$ cat src/rtl/exc_pkg.sv
// Shared definitions for the exception sequencer: cause codes, FSM states and
// the interrupt-enable stack helpers.
package exc_pkg;

    localparam logic [3:0] CAUSE_INT = 4'd0;
    localparam logic [3:0] CAUSE_RI  = 4'd10;
    localparam logic [3:0] CAUSE_OV  = 4'd12;
    localparam logic [3:0] CAUSE_TR  = 4'd13;

    // Only the IE bits of {IEo,KUo,IEp,KUp,IEc,KUc} are writable.
    localparam logic [5:0] STATUS_WMASK = 6'b101010;

    typedef enum logic [1:0] {
        IDLE     = 2'd0,
        FLUSH    = 2'd1,
        REDIRECT = 2'd2
    } state_e;

    function automatic logic [5:0] status_push(input logic [5:0] s);
        return {s[3:0], 2'b00};
    endfunction

    // Pop keeps IEo in place, so a pop after three pushes duplicates IEo.
    function automatic logic [5:0] status_pop(input logic [5:0] s);
        return {s[5:4], s[5:2]};
    endfunction

endpackage

$ cat src/rtl/exc_prio_enc.sv
// Fixed-priority encoder of the exception sources: interrupt, undefined
// instruction, overflow, trap.
module exc_prio_enc
    import exc_pkg::*;
(
    input  logic       irq_en_i,
    input  logic       no_define_i,
    input  logic       ovf_i,
    input  logic       trap_sign_i,
    output logic       hit_o,
    output logic [3:0] code_o
);

    always_comb begin
        hit_o  = 1'b1;
        code_o = CAUSE_INT;
        if (irq_en_i) begin
            code_o = CAUSE_INT;
        end else if (no_define_i) begin
            code_o = CAUSE_RI;
        end else if (ovf_i) begin
            code_o = CAUSE_OV;
        end else if (trap_sign_i) begin
            code_o = CAUSE_TR;
        end else begin
            hit_o  = 1'b0;
        end
    end

endmodule

$ cat src/rtl/exc_ctrl.sv
// Exception sequencer: records EPC/cause, maintains the IE stack and runs
// flush -> redirect for exception entry and rfe.
//
// state    | meaning
// IDLE     | evaluate events on valid instructions, accept status writes
// FLUSH    | flush and stall asserted for FLUSH_CYCLES cycles
// REDIRECT | one-cycle PC load with redirect_pc, stall held
module exc_ctrl
    import exc_pkg::*;
#(
    parameter int              PC_W         = 32,
    parameter logic [PC_W-1:0] VECTOR_ADDR  = PC_W'(32'h0000_0080),
    parameter int              FLUSH_CYCLES = 2
) (
    input  logic            clk,
    input  logic            rst_n,
    input  logic            inst_valid,
    input  logic [PC_W-1:0] pc,
    input  logic            no_define,
    input  logic            trap_sign,
    input  logic            ovf,
    input  logic            rfe,
    input  logic            irq,
    input  logic            sr_we,
    input  logic [5:0]      sr_wdata,
    output logic [PC_W-1:0] epc,
    output logic [3:0]      cause,
    output logic [5:0]      status,
    output logic            stall,
    output logic            flush,
    output logic            pc_redirect,
    output logic [PC_W-1:0] redirect_pc,
    output logic            exc_taken
);

    localparam int                 CNT_W    = $clog2(FLUSH_CYCLES + 1);
    localparam logic [CNT_W-1:0]   CNT_INIT = CNT_W'(FLUSH_CYCLES - 1);

    state_e            state_q, state_d;
    logic [CNT_W-1:0]  cnt_q, cnt_d;
    logic [PC_W-1:0]   epc_q, epc_d;
    logic [3:0]        cause_q, cause_d;
    logic [5:0]        status_q, status_d;
    logic [PC_W-1:0]   target_q, target_d;
    logic [PC_W-1:0]   rpc_q, rpc_d;
    logic              taken_q, taken_d;

    logic              hit;
    logic [3:0]        code;
    logic              exc_fire;
    logic              rfe_fire;

    exc_prio_enc u_prio (
        .irq_en_i    (irq & status_q[1]),
        .no_define_i (no_define),
        .ovf_i       (ovf),
        .trap_sign_i (trap_sign),
        .hit_o       (hit),
        .code_o      (code)
    );

    assign exc_fire = inst_valid & hit;
    assign rfe_fire = inst_valid & rfe;

    always_comb begin
        state_d  = state_q;
        cnt_d    = cnt_q;
        epc_d    = epc_q;
        cause_d  = cause_q;
        status_d = status_q;
        target_d = target_q;
        rpc_d    = rpc_q;
        taken_d  = 1'b0;
        case (state_q)
            IDLE: begin
                if (exc_fire) begin
                    epc_d    = pc;
                    cause_d  = code;
                    status_d = status_push(status_q);
                    taken_d  = 1'b1;
                    target_d = VECTOR_ADDR;
                    cnt_d    = CNT_INIT;
                    state_d  = FLUSH;
                end else if (rfe_fire) begin
                    status_d = status_pop(status_q);
                    target_d = epc_q;
                    cnt_d    = CNT_INIT;
                    state_d  = FLUSH;
                end else if (sr_we) begin
                    status_d = sr_wdata & STATUS_WMASK;
                end
            end
            FLUSH: begin
                if (cnt_q == '0) begin
                    rpc_d   = target_q;
                    state_d = REDIRECT;
                end else begin
                    cnt_d = cnt_q - 1'b1;
                end
            end
            REDIRECT: state_d = IDLE;
            default:  state_d = IDLE;
        endcase
    end

    always_ff @(posedge clk or negedge rst_n) begin
        if (!rst_n) begin
            state_q  <= IDLE;
            cnt_q    <= '0;
            epc_q    <= '0;
            cause_q  <= '0;
            status_q <= '0;
            target_q <= '0;
            rpc_q    <= '0;
            taken_q  <= 1'b0;
        end else begin
            state_q  <= state_d;
            cnt_q    <= cnt_d;
            epc_q    <= epc_d;
            cause_q  <= cause_d;
            status_q <= status_d;
            target_q <= target_d;
            rpc_q    <= rpc_d;
            taken_q  <= taken_d;
        end
    end

    assign epc         = epc_q;
    assign cause       = cause_q;
    assign status      = status_q;
    assign stall       = (state_q != IDLE);
    assign flush       = (state_q == FLUSH);
    assign pc_redirect = (state_q == REDIRECT);
    assign redirect_pc = rpc_q;
    assign exc_taken   = taken_q;

endmodule

$ cat config.mk
export PLATFORM = sky130hd
export DESIGN_NAME = exc_ctrl
export DESIGN_NICKNAME = d
export VERILOG_FILES = /design/src/rtl/exc_pkg.sv /design/src/rtl/exc_prio_enc.sv /design/src/rtl/exc_ctrl.sv
export SDC_FILE = /design/constraint.sdc
export NUM_CORES = 1
export LEC_CHECK = 0
export CORE_UTILIZATION = 45
export DETAILED_ROUTE_END_ITERATION = 10
export PLACE_DENSITY = 0.78
export SETUP_SLACK_MARGIN = 0.05
export SYNTH_ARGS = -nofsm -noshare
export SYNTH_HDL_FRONTEND = slang
export SYNTH_SLANG_ARGS = --single-unit
$ cat constraint.sdc
create_clock -name clk -period 3.58 [get_ports clk]
set_input_delay 0.716 -clock clk [delete_from_list [all_inputs] [get_ports clk]]
set_output_delay 0.716 -clock clk [all_outputs]
set_load 0.01 [all_outputs]
==> Word level (Yosys, flattened, before mapping) <==
Index checks and enable logic that the tools add are counted.
Widths: inputs -> output; s select.
{ "totals": {"latch_bits": 0, "out_inout_bits": 78, "ramBits": 0, "input_bits": 47, "rom_bits": 0, "wordCells": 54, "register_bits": 111, "mem_count": 0} }
{ "op_classes": {"shifts": 0, "n_mul": 0, "n_addsub": 1, "reduce_logical": 14, "bitwise_logic": 3, "mux": 21, "magnitude_cmp": 0, "eq_ne": 6, "div": 0} }
{ "ops": {"columns": ["operator", "n"], "rows": [
  ["$mux 32", 2],
  ["$mux 6", 3],
  ["$mux 4", 4],
  ["$reduce_and 2->1", 5],
  ["$mux 2", 4],
  ["$pmux 2 s2", 2],
  ["$reduce_bool 2->1", 4],
  ["$mux 1", 6],
  ["$reduce_and 3->1", 2],
  ["$logic_not 2->1", 2],
  ["$ne 2x2->1 const B", 2],
  ["$and 1x1->1", 3],
  ["$ne 3x3->1 const B", 1],
  ["$reduce_bool 3->1", 1],
  ["$eq 2x1->1 const B", 1],
  ["$eq 2x2->1 const B", 1],
  ["$ne 2x1->1 const B", 1],
  ["$sub 2x1->2 const B", 1]
]} }

==> Depth between registers and ports, before layout <==
{ "logic_depth": {"word_depth": 7, "depth_mapped": 5, "depth_no_buf": 5} }

==> By module <==
A second synthesis with hierarchy kept.
{ "unflattened": {"cells_unflattened": 352, "hier_area_um2": 4425.5} }
{ "by_module_without_submodules": {"columns": ["module", "area_each_um2", "cells_per_inst", "n_inst", "seq_area_each_um2"], "rows": [
  ["exc_ctrl", 4376.7, 344, 1, 2777.7],
  ["exc_prio_enc", 48.8, 8, 1, 0.0]
]} }

==> Least setup slack after synthesis <==
Ideal clock, no wire load.
{ "synth_path": {"path_type": "input to register", "from": "input irq", "to": "register epc_q[10], in the netlist epc[10]", "setup_ns": 0.125, "stages": 4, "t_required_ns": 3.455, "t_arrival_ns": 1.893, "path_slack_ns": 1.562, "path_buffers": 1, "cell_sequence": "a2111o_1 -> nand3_2 -> buf_4 -> mux2_2"} }
{ "synth_between": {"elab_chain_len": 4} }
{ "synth_rtl": {"columns": ["item", "line", "text"], "rows": [
  ["start: declaration", "exc_ctrl.sv:23", "input logic irq,"],
  ["$and 1x1->1", "exc_ctrl.sv:54", ".irq_en_i (irq & status_q[1]),"],
  ["$mux 1", "exc_prio_enc.sv:17", "if (irq_en_i) begin"],
  ["$and 1x1->1", "exc_ctrl.sv:62", "assign exc_fire = inst_valid & hit;"],
  ["$reduce_and 2->1 (no line)", null, null],
  ["end signal: assignment", "exc_ctrl.sv:119", "epc_q <= epc_d;"],
  ["end: declaration", "exc_ctrl.sv:41", "logic [PC_W-1:0] epc_q, epc_d;"]
]} }
Every way passes these cells.
A chain may end at the register's enable or synchronous reset.

==> Worst setup path after layout <==
{ "layout_path": {"from": "input no_define", "to": "register epc_q[15], in the netlist epc[15]"} }
{ "layout_between": {"elab_chain_len": 4} }
{ "layout_rtl": {"columns": ["item", "line", "text"], "rows": [
  ["start: declaration", "exc_ctrl.sv:19", "input logic no_define,"],
  ["$mux 1", "exc_prio_enc.sv:19", "end else if (no_define_i) begin"],
  ["$mux 1", "exc_prio_enc.sv:17", null],
  ["$and 1x1->1", "exc_ctrl.sv:62", null],
  ["$reduce_and 2->1 (no line)", null, null]
]} }
Every way passes these cells.

==> flow_summary.json <==
{
  "final_nets": 459,
  "vias": 2787,
  "grt_pass1_vias": 2864,
  "cp-start-kind": "input pin",
  "path_clk_slew_ns": 0.11,
  "status": "completed",
  "ys_seq_area_share_pct": 64.8,
  "final_common_cell": "clkdlybuf4s50_1",
  "rsz0062_at_grt": "false",
  "fp.coreArea_um2": 9240,
  "drv_cap": 0,
  "fill_cells": 713,
  "dp_hpwl_mm": 6.03,
  "cts_hold_buf": 0,
  "viasPerCell": 5.11,
  "fin_total_pwr_mw": 4.38,
  "initialDrtViolationCount": 71,
  "setup_tns_ns": 0,
  "fin_util_pct": 63.0,
  "grt_pass1_wl_mm": 14.3,
  "clockPowerShare_pct": 15.9,
  "worstPathMaxFanout": 18,
  "fin_crit_sh_pct": 70.6,
  "drc": 0,
  "hold_viol": 0,
  "cts_tree": "done",
  "final_area_um2": 5820,
  "insertion_delay_ns": 0.36,
  "row_count": 35,
  "die_h_um": 99.6,
  "gp_congestion": 0.755,
  "power_frac_seq_pct": 43.8,
  "first_pass_iters": 4,
  "cts_sinks": 111,
  "switching_share_pct": 32.2,
  "grt_start_max_net_pins": 63,
  "skew_ns": 0.0186,
  "synth_flop_cell": "dfrtp_1",
  "synth_area_um2": 4290,
  "synth_top_family_by_area": "multiplexers",
  "power_leakage_nw": 2.64,
  "synth-seq-cells": 111,
  "vdd_drop_max_uv": 428,
  "cts_htree_levels": 3,
  "antennaDiodeCount": 0,
  "hold_path.class": "in -> async",
  "synth_xor_area_share_pct": 0,
  "ant_nets": 0,
  "die_w_um": 99.6,
  "max-slew-margin-rel_pct": 44.5,
  "syn-mean-instance-area_um2": 14.9,
  "synth_mux_area_share_pct": 17.2,
  "combPwrFrac_pct": 40.3,
  "io_pins": 125,
  "area.growth.synth_to_final_pct": 35.7,
  "cts_made_buffers": 9,
  "critical_path_required_ns": 3.83,
  "grt_overflow": 0,
  "crit_type": "in -> reg",
  "endpoint_kind": "flip-flop",
  "setup_viol": 0,
  "yosys.area_share.simple_pct": 3.65,
  "post-route-min-period_ns": 2.53,
  "postCtsSetupBuffers": 0,
  "cts_resized": 0,
  "intPower_mw": 2.97,
  "worst_pin_slew_ns": 0.829,
  "layout-drive-gt1-share_pct": 23.1,
  "synthCells": 287,
  "final_cell_mix": "120 x clkdlybuf4s50_1, 111 x dfrtp_1, 64 x mux2_2",
  "routed_wirelength_mm": 8.73,
  "timing.fmax_ghz": 0.395,
  "initial_core_util_pct": 46.4,
  "antenna_found_initial": 0,
  "cts.path.max_buffers": 2,
  "finalMaxSlewViolations": 0,
  "die_area_um2": 9930,
  "root_buffer": "clkbuf_8",
  "grt_usage_pct": 18.7,
  "p_switching_mw": 1.41,
  "wl_per_cell_um": 16.0,
  "async_flop_share_pct": 100,
  "synth_compound_area_share_pct": 11.0,
  "portBuffers": 121,
  "arrival_ns": 2.78,
  "synth_edf_count": 0,
  "synthAdderAreaFrac_pct": 0.292,
  "postPlaceCellArea_um2": 5640,
  "synth_cell_types": 39,
  "synthesis.nets": 335,
  "powerDensity_nw_per_um2": 752,
  "synth_warnings": 0
}
[cells in the mapped netlist, types with 2 or more instances]
| library cell | number | share of area (%) |
|---|---|---|
| a21oi_1 | 3 | 0.35 |
| buf_4 | 6 | 1.1 |
| nand2_1 | 13 | 1.1 |
| dfrtp_1 | 111 | 65 |
| buf_6 | 3 | 0.79 |
| inv_1 | 9 | 0.79 |
| o31ai_1 | 5 | 0.88 |
| nand3_1 | 2 | 0.23 |
| a22o_1 | 30 | 6.1 |
| o21ai_1 | 2 | 0.23 |
| o21ai_0 | 5 | 0.58 |
| nor2_1 | 3 | 0.26 |
| nor2b_1 | 3 | 0.44 |
| buf_2 | 4 | 0.47 |
| mux2_2 | 64 | 17 |
[power groups by stage]
stage,Combinational [mW],Sequential [mW],Clock [mW]
after floorplan,0.719,2.04,0
after global placement,1.75,1.92,0
after detailed placement,1.79,1.95,0
after CTS,1.79,1.92,0.715
after global routing,1.90,1.97,0.766
final,1.77,1.92,0.695
[cells by family after synthesis]
group / after synthesis
AO/OA/AOI/OAI: 57
adder cells (fa/ha/maj): 1
buffers and inverters: 23
flip-flops: 111
multiplexers: 65
AND/OR/NAND/NOR: 30
[sequential cells by signal, indices dropped and copies added, names as in the netlist]
name and cells:
status 6, exc_taken 1, epc 32, cause 4
target_q 32, cnt_q 2, redirect_pc 32, state_q 2
[layout make-up]
type	instances	area [um^2]	share of cell area (%)
flip-flops and latches	111	2780	47.7
clock buffers	10	128	2.19
well taps	129	161	2.77
inverters	9	33.8	0.580
repair buffers	127	1290	22.2
clock inverters	6	52.6	0.903
multi-input cells	153	1380	23.7
[per-stage QoR]
step	hold WS, ns	setup slack (ns)	cells
after floorplan	0.420	1.56	287
after global placement	0.459	0.697	529
after detailed placement	0.465	0.686	529
after CTS	0.374	1.01	545
after global routing	0.399	0.927	545
final	0.359	1.05	545
[worst paths after layout]
path / slack, ns / depth (start not counted) / end / startpoint
worst min register to register: 0.49 / 2 / cause[0] / cause[0]
worst max-delay path: 1.05 / 5 / epc[15] / no_define
max in group asynchronous: 2.45 / 2 / redirect_pc[31] / rst_n
worst max register to register: 1.48 / 4 / epc[15] / status[1]
min in group clk: 0.49 / 2 / cause[0] / cause[0]
worst min-delay path: 0.36 / 1 / cause[2] / rst_n
[critical path: stages]
cell and delay [ns]:
clkdlybuf4s50_1 0.50, a2111o_1 0.56, nand3_2 0.39, buf_4 0.26, mux2_2 0.34
[layer usage]
| metal | wire (um) | global-route usage (%) |
|---|---|---|
| met1 | 3840 | 24.0 |
| met2 | 4250 | 30.2 |
| met3 | 592 | 6.11 |
| met4 | 55 | 5.54 |
| met5 | 0 | 0 |
Note: power is estimated with default switching activity, not from simulation.
